**config.mk**
```make
export PLATFORM = sky130hd
export DESIGN_NAME = ahbl_memreq_bridge_flat
export DESIGN_NICKNAME = d
export VERILOG_FILES = /design/src/rtl/ahbl_memreq_bridge_if.sv /design/src/rtl/ahbl_memreq_bridge.sv /design/src/flat_wrapper.sv
export SDC_FILE = /design/constraint.sdc
export NUM_CORES = 1
export LEC_CHECK = 0
export BUFFER_PORTS_ARGS = -buffer_cell sky130_fd_sc_hd__buf_2
export CAP_MARGIN = 5
export CORE_MARGIN = 4
export CORE_UTILIZATION = 42
export DETAILED_ROUTE_END_ITERATION = 10
export PLACE_DENSITY = 0.88
export SYNTH_ARGS = -nofsm -noshare
export SYNTH_HDL_FRONTEND = slang
export SYNTH_SLANG_ARGS = --single-unit
```
**constraint.sdc**
```tcl
create_clock -name clk -period 2 [get_ports clk]
set_clock_uncertainty 0.05 [all_clocks]
set_input_delay 0.5 -clock clk [delete_from_list [all_inputs] [get_ports clk]]
set_output_delay 0.5 -clock clk [all_outputs]
set_load 0.03 [all_outputs]
```
**src/rtl/ahbl_memreq_bridge_if.sv**
```systemverilog
// ahbl_memreq_bridge_if
//   Bundles the AHB-Lite subordinate bus and the cache-controller user request
//   port used by ahbl_memreq_bridge.
//   slave  : bridge view (AHB inputs in, responses out; requests out, i_* in)
//   master : environment view (bus master + cache controller), directions mirrored
//   AHB:   ahbls_hready, ahbls_hsel, ahbls_htrans[1:0], ahbls_hwrite, ahbls_hsize[2:0],
//          ahbls_haddr[31:0], ahbls_hwdata[31:0] -> bridge
//          ahbls_hready_resp, ahbls_hresp, ahbls_hrdata[31:0] <- bridge
//   Cache: o_rd_en, o_wr_en, o_addr[31:0], o_data[31:0], o_mask[3:0] <- bridge
//          i_data[31:0], i_busy -> bridge
interface ahbl_memreq_bridge_if;
  logic        ahbls_hready;
  logic        ahbls_hsel;
  logic [1:0]  ahbls_htrans;
  logic        ahbls_hwrite;
  logic [2:0]  ahbls_hsize;
  logic [31:0] ahbls_haddr;
  logic [31:0] ahbls_hwdata;
  logic        ahbls_hready_resp;
  logic        ahbls_hresp;
  logic [31:0] ahbls_hrdata;
  logic        o_rd_en;
  logic        o_wr_en;
  logic [31:0] o_addr;
  logic [31:0] o_data;
  logic [3:0]  o_mask;
  logic [31:0] i_data;
  logic        i_busy;

  modport slave (
    input  ahbls_hready, ahbls_hsel, ahbls_htrans, ahbls_hwrite, ahbls_hsize,
           ahbls_haddr, ahbls_hwdata, i_data, i_busy,
    output ahbls_hready_resp, ahbls_hresp, ahbls_hrdata,
           o_rd_en, o_wr_en, o_addr, o_data, o_mask
  );

  modport master (
    output ahbls_hready, ahbls_hsel, ahbls_htrans, ahbls_hwrite, ahbls_hsize,
           ahbls_haddr, ahbls_hwdata, i_data, i_busy,
    input  ahbls_hready_resp, ahbls_hresp, ahbls_hrdata,
           o_rd_en, o_wr_en, o_addr, o_data, o_mask
  );
endinterface

```
**src/rtl/ahbl_memreq_bridge.sv**
```systemverilog
// ahbl_memreq_bridge
//   AHB-Lite subordinate in front of the write-through cache controller. Each
//   accepted NONSEQ/SEQ transfer becomes one single-cycle rd/wr request pulse;
//   the data phase is stretched until the controller drops busy. Illegal
//   size/alignment gets a two-cycle ERROR without touching the controller, and
//   a watchdog turns an endless busy into an ERROR.
// Ports
//   clk  : system clock (shared with the cache controller)
//   rst  : synchronous reset, active-high
//   bus  : ahbl_memreq_bridge_if.slave (AHB-Lite subordinate + cache request port)
// Parameters
//   TIMEOUT_CYCLES : busy WAIT cycles tolerated before ERROR; 0 disables
//
// state  | meaning
// -------+------------------------------------------------------------------
// IDLE   | no data phase pending; zero-wait OKAY, accepts address phases
// ISSUE  | first data-phase cycle; fires the request once controller is free
// WAIT   | waiting for busy low; completion cycle also accepts next address
// ERR1   | first ERROR cycle (hready low)
// ERR2   | second ERROR cycle (hready high); accepts address phases
module ahbl_memreq_bridge #(
  parameter int unsigned TIMEOUT_CYCLES = 4096
) (
  input  logic                 clk,
  input  logic                 rst,
  ahbl_memreq_bridge_if.slave  bus
);

  localparam int unsigned WDW = (TIMEOUT_CYCLES < 2) ? 1 : $clog2(TIMEOUT_CYCLES + 1);
  localparam logic [WDW-1:0] WD_LAST = WDW'((TIMEOUT_CYCLES == 0) ? 0 : TIMEOUT_CYCLES - 1);

  typedef enum logic [2:0] {
    S_IDLE  = 3'd0,
    S_ISSUE = 3'd1,
    S_WAIT  = 3'd2,
    S_ERR1  = 3'd3,
    S_ERR2  = 3'd4
  } state_t;

  state_t          state_q, state_d;
  logic [31:0]     addr_q, addr_d;
  logic [3:0]      mask_q, mask_d;
  logic [31:0]     data_q, data_d;
  logic            write_q, write_d;
  logic [WDW-1:0]  wdog_q, wdog_d;

  logic            accept;
  logic            req_legal;
  logic [3:0]      req_mask;
  logic            open_addr;
  logic            rd_c, wr_c;
  logic            hready_c, hresp_c;
  logic [31:0]     hrdata_c;
  logic            unused_htrans0;

  assign unused_htrans0 = bus.ahbls_htrans[0];

  assign accept = bus.ahbls_hready & bus.ahbls_hsel & bus.ahbls_htrans[1];

  // Size/alignment legality and lane mask of the address phase on the bus.
  always_comb begin
    req_legal = 1'b0;
    req_mask  = 4'b0000;
    case (bus.ahbls_hsize)
      3'd0: begin
        req_legal = 1'b1;
        req_mask  = 4'b0001 << bus.ahbls_haddr[1:0];
      end
      3'd1: begin
        req_legal = ~bus.ahbls_haddr[0];
        req_mask  = bus.ahbls_haddr[1] ? 4'b1100 : 4'b0011;
      end
      3'd2: begin
        req_legal = (bus.ahbls_haddr[1:0] == 2'b00);
        req_mask  = 4'b1111;
      end
      default: begin
        req_legal = 1'b0;
        req_mask  = 4'b0000;
      end
    endcase
  end

  always_comb begin
    state_d   = state_q;
    addr_d    = addr_q;
    mask_d    = mask_q;
    data_d    = data_q;
    write_d   = write_q;
    wdog_d    = wdog_q;
    open_addr = 1'b0;
    rd_c      = 1'b0;
    wr_c      = 1'b0;
    hready_c  = 1'b1;
    hresp_c   = 1'b0;
    hrdata_c  = 32'h0;

    case (state_q)
      S_IDLE: open_addr = 1'b1;
      S_ISSUE: begin
        hready_c = 1'b0;
        wdog_d   = '0;
        // Never hand a request to a controller that is still busy.
        if (!bus.i_busy) begin
          rd_c    = ~write_q;
          wr_c    = write_q;
          data_d  = bus.ahbls_hwdata;
          state_d = S_WAIT;
        end
      end
      S_WAIT: begin
        if (bus.i_busy) begin
          hready_c = 1'b0;
          if (TIMEOUT_CYCLES != 0) begin
            if (wdog_q == WD_LAST) begin
              state_d = S_ERR1;
            end else begin
              wdog_d = wdog_q + WDW'(1);
            end
          end
        end else begin
          hrdata_c  = write_q ? 32'h0 : bus.i_data;
          open_addr = 1'b1;
        end
      end
      S_ERR1: begin
        hready_c = 1'b0;
        hresp_c  = 1'b1;
        state_d  = S_ERR2;
      end
      S_ERR2: begin
        hresp_c   = 1'b1;
        open_addr = 1'b1;
      end
      default: state_d = S_IDLE;
    endcase

    // Shared address-phase handling lets a completing data phase chain
    // straight into the next transfer without an IDLE bubble.
    if (open_addr) begin
      if (accept) begin
        if (req_legal) begin
          state_d = S_ISSUE;
          addr_d  = {bus.ahbls_haddr[31:2], 2'b00};
          mask_d  = req_mask;
          write_d = bus.ahbls_hwrite;
        end else begin
          state_d = S_ERR1;
        end
      end else begin
        state_d = S_IDLE;
      end
    end
  end

  always_ff @(posedge clk) begin
    if (rst) begin
      state_q <= S_IDLE;
      addr_q  <= 32'h0;
      mask_q  <= 4'h0;
      data_q  <= 32'h0;
      write_q <= 1'b0;
      wdog_q  <= '0;
    end else begin
      state_q <= state_d;
      addr_q  <= addr_d;
      mask_q  <= mask_d;
      data_q  <= data_d;
      write_q <= write_d;
      wdog_q  <= wdog_d;
    end
  end

  // hwdata is only valid during the data phase, so ISSUE forwards it live and
  // the captured copy holds it afterwards.
  assign bus.o_data            = (state_q == S_ISSUE) ? bus.ahbls_hwdata : data_q;
  assign bus.o_addr            = addr_q;
  assign bus.o_mask            = mask_q;
  assign bus.o_rd_en           = rd_c & ~rst;
  assign bus.o_wr_en           = wr_c & ~rst;
  assign bus.ahbls_hready_resp = hready_c;
  assign bus.ahbls_hresp       = hresp_c;
  assign bus.ahbls_hrdata      = hrdata_c;

endmodule
```
**src/flat_wrapper.sv**
```systemverilog
// flat-port wrapper written by rule: the top's interface ports become plain ports
module ahbl_memreq_bridge_flat 
#(
  parameter int unsigned TIMEOUT_CYCLES = 4096
)
  (clk, rst, bus_ahbls_hready, bus_ahbls_hsel, bus_ahbls_htrans, bus_ahbls_hwrite, bus_ahbls_hsize, bus_ahbls_haddr, bus_ahbls_hwdata, bus_i_data, bus_i_busy, bus_ahbls_hready_resp, bus_ahbls_hresp, bus_ahbls_hrdata, bus_o_rd_en, bus_o_wr_en, bus_o_addr, bus_o_data, bus_o_mask);
  ahbl_memreq_bridge_if bus_i ();
  input  logic clk;
  input  logic rst;
  input wire logic [$bits(bus_i.ahbls_hready)-1:0] bus_ahbls_hready;
  input wire logic [$bits(bus_i.ahbls_hsel)-1:0] bus_ahbls_hsel;
  input wire logic [$bits(bus_i.ahbls_htrans)-1:0] bus_ahbls_htrans;
  input wire logic [$bits(bus_i.ahbls_hwrite)-1:0] bus_ahbls_hwrite;
  input wire logic [$bits(bus_i.ahbls_hsize)-1:0] bus_ahbls_hsize;
  input wire logic [$bits(bus_i.ahbls_haddr)-1:0] bus_ahbls_haddr;
  input wire logic [$bits(bus_i.ahbls_hwdata)-1:0] bus_ahbls_hwdata;
  input wire logic [$bits(bus_i.i_data)-1:0] bus_i_data;
  input wire logic [$bits(bus_i.i_busy)-1:0] bus_i_busy;
  output wire logic [$bits(bus_i.ahbls_hready_resp)-1:0] bus_ahbls_hready_resp;
  output wire logic [$bits(bus_i.ahbls_hresp)-1:0] bus_ahbls_hresp;
  output wire logic [$bits(bus_i.ahbls_hrdata)-1:0] bus_ahbls_hrdata;
  output wire logic [$bits(bus_i.o_rd_en)-1:0] bus_o_rd_en;
  output wire logic [$bits(bus_i.o_wr_en)-1:0] bus_o_wr_en;
  output wire logic [$bits(bus_i.o_addr)-1:0] bus_o_addr;
  output wire logic [$bits(bus_i.o_data)-1:0] bus_o_data;
  output wire logic [$bits(bus_i.o_mask)-1:0] bus_o_mask;
  assign bus_i.ahbls_hready = bus_ahbls_hready;
  assign bus_i.ahbls_hsel = bus_ahbls_hsel;
  assign bus_i.ahbls_htrans = bus_ahbls_htrans;
  assign bus_i.ahbls_hwrite = bus_ahbls_hwrite;
  assign bus_i.ahbls_hsize = bus_ahbls_hsize;
  assign bus_i.ahbls_haddr = bus_ahbls_haddr;
  assign bus_i.ahbls_hwdata = bus_ahbls_hwdata;
  assign bus_i.i_data = bus_i_data;
  assign bus_i.i_busy = bus_i_busy;
  assign bus_ahbls_hready_resp = bus_i.ahbls_hready_resp;
  assign bus_ahbls_hresp = bus_i.ahbls_hresp;
  assign bus_ahbls_hrdata = bus_i.ahbls_hrdata;
  assign bus_o_rd_en = bus_i.o_rd_en;
  assign bus_o_wr_en = bus_i.o_wr_en;
  assign bus_o_addr = bus_i.o_addr;
  assign bus_o_data = bus_i.o_data;
  assign bus_o_mask = bus_i.o_mask;
  ahbl_memreq_bridge #(.TIMEOUT_CYCLES(TIMEOUT_CYCLES)) u_core (.clk(clk), .rst(rst), .bus(bus_i));
endmodule
```
==> results.cfg <==
[clocking]
clock_latency_ns = 0.35
cts_sinks = 83
clk_pin_slew_worst_paths_ns = 0.09
numCtsBuffers = 9
cts_tree = built
clock_path_buffers = 2
holdBufCountCts = 0
clockRootBuffer = clkbuf_8
h-tree-depth = 3

[place]
detailedPlacementHpwl_um = 8802
gp_congestion = 0.7991
numPortBuffers = 207

[critical_path]
cp_data_required_time_ns = 1.45
critPathMaxFanout = 13
crit_path_end_kind = output pin
slowest_stage = or3b_4
crit_arrival_ns = 1.81
path_buf_inv = 3
crit_family = simple AND/OR/NAND/NOR gates
worstSetupPathType = reg -> out
cp_slowest_stage_delay_ns = 0.46
cp-start-kind = flop
timing.critical_path.cells = buf_6, or3b_4, clkbuf_16, nand2_2, nand2_4, buf_4

[floorplanning]
start_util_pct = 43.54
die_w_um = 109.4
die_area_um2 = 11960
fp.coreArea_um2 = 9910
die_y_um = 109.4
fp-row-count = 36
boundaryPins = 211

[sta]
drv_slew = 0
worst_slack_ns = -0.3585
fin_crit_sh_pct = 117.9
rsz0062_at_grt = yes
fmax_mhz = 424.0
hold_viol_final = 0
layout_min_cycle_time_ns = 2.358
setup_viol = 67

[logic_synthesis]
synthTopCellsByCount = nand2_1 (162), dfxtp_1 (83), nand2b_1 (70)
synthTopCellsByArea = dfxtp_1 (39%), nand2_1 (14%), nand2b_1 (10%), mux2i_1 (8.1%), and2_1 (4.6%)
synth-edff-count = 0
yosysSeqAreaShare_pct = 38.52
yosys.area.top_type = dfxtp_1
yosysUniqueCellTypes = 54
async_flop_share_pct = 0
synth_top_cell_area_share_pct = 38.52
synthFlopType = dfxtp_1
postSynthCellCount = 556
avgSynthCellArea_um2 = 7.759
synth.most_common_cell = nand2_1
yosysWarnings = 0
synth_seq_cells = 83
netlist_area_um2 = 4314

[grt]
grt_antenna_before_repair = 0
grt_pass1_vias = 4604
grt_first_pass_wirelength_um = 21000
grt_util_all_layers_pct = 21.66
gr-total-overflow = 0
grt_max_degree = 40

[power]
p_comb_share_pct = 19.3
intPower_uw = 2798
seqPwrFrac_pct = 43.9
switching_share_pct = 27.50
p_sw_uw = 1061
p_per_area_nw_per_um2 = 558.0
power_frac_clock_pct = 36.7
ir_worst_vdd_mv = 0.3866
p_leak_uw = 0.003013
total_power_uw = 3859

[worst_hold_path]
worst_hold_path_type = in -> reg

[finish]
areaGrowthSynthToFinish_pct = 60.30
diodes = 0
utilization_pct = 69.79
final_net_count = 889
final_layout_size_suffix_gt1_share_pct = 49.11
fillerInstances = 745

[drt]
wirelength_um = 13570
detail_route.iter0.violations = 312
ant_nets = 0
drt_pre_antenna_iters = 5
vias = 4609
wl_per_cell_um = 14.77
vias_per_cell = 5.015
drc = 0

[flow_run]
maxCapViolations = 0

[run_status]
status = complete, but fails checks
failed_checks = setup timing
-- stage by stage --
| stage | instance area [um^2] | instances | setup WS (ns) | TNS [ns] | hold WS, ns |
|---|---|---|---|---|---|
| detailed placement | 5992 | 886 | -0.02133 | -0.04352 | 0.3969 |
| global route | 6915 | 919 | -0.4102 | -24.08 | 0.3261 |
| floorplan | 4757 | 557 | -0.09606 | -2.257 | 0.3866 |
| CTS | 6771 | 913 | -0.3526 | -20.06 | 0.3214 |
| finish | 6915 | 919 | -0.3585 | -19.70 | 0.3358 |
| global placement | 5992 | 886 | -0.0009879 | -0.0009879 | 0.3917 |
-- layer usage --
| metal | part of all wire [%] | vias up | global-route usage, % |
|---|---|---|---|
| met5 | 0 | - | 0 |
| met4 | 1.4 | 0 | 7.391 |
| met3 | 7.7 | 24 | 6.400 |
| met2 | 51 | 178 | 37.62 |
| met1 | 40 | 2131 | 25.40 |
| li1 | - | 2276 | - |
-- tightest hold or removal path: cells and delay by family --
| family | cells | cell delay (ns) |
|---|---|---|
| AOI/OAI and AO/OA | 1 | 0.05 |
| and+or+nand+nor | 1 | 0.05 |
| buffers and inverters | 1 | 0.10 |
-- state kept, by name, indices dropped and copies added (netlist names) --
signal,flops
u_core.write_q,1
u_core.data_q,32
u_core.bus.o_mask,4
u_core.bus.o_addr,30
u_core.state_q,3
u_core.wdog_q,13
-- cell type report --
type / count / area [um^2] / area share (%)
clock inverter: 5 / 83.83 / 1.212
clock buffer: 11 / 151.4 / 2.189
tap: 133 / 166.4 / 2.406
timing repair buffer: 255 / 1908 / 27.59
sequential: 83 / 1665 / 24.08
inverter: 6 / 22.52 / 0.3257
multi-input combinational: 426 / 2918 / 42.19
-- power by group through the flow --
stage	clock network, uW	logic, uW	registers [uW]
after detailed placement	0	619	1730
after global routing	1520	801	1700
after floorplan	0	376	1740
after global placement	0	609	1730
final	1420	745	1700
after CTS	1460	715	1700
-- logic make-up after synthesis --
group           synth area share [%]
simple gates                   37.01
mux                            8.121
other cells                  0.08692
fa+ha+maj                     0.2900
compound gates                 10.38
buf+inv                        5.597
flops                          38.51
-- what timing repair did --
action,in CTS,in global routing
resized for setup,130,26
endpoints found under the setup margin,66,102
setup buffers,9,5
gates cloned,2,2
pin swaps,9,10
-- worst paths after layout --
kind	startpoint	endpoint	slack, ns	depth (start not counted)
setup / recovery	u_core.state_q[1]	bus_o_data[13]	-0.36	6
hold / removal	bus_ahbls_hwdata[26]	u_core.data_q[26]	0.34	3
setup reg to reg	u_core.state_q[1]	u_core.data_q[7]	0.03	8
hold reg to reg	u_core.data_q[1]	u_core.data_q[1]	0.41	2
-- layout by cell type (no fill, tap or decap), drive strengths merged, types with 3 or more instances in the layout --
cell,netlist,layout
buf,18,249
nand2,162,162
dfxtp,83,83
nand2b,70,70
a21oi,37,37
mux2i,35,35
and2,32,32
clkbuf,24,17
nor2,12,12
o21ai,9,9
nand3,7,7
inv,6,7
a31oi,6,6
nand4,4,4
o21a,3,3
and3,3,3
or4,3,3
nor3b,3,3
or3b,3,3
nor3,3,3
No activity file was read; power rests on OpenSTA's default activity.
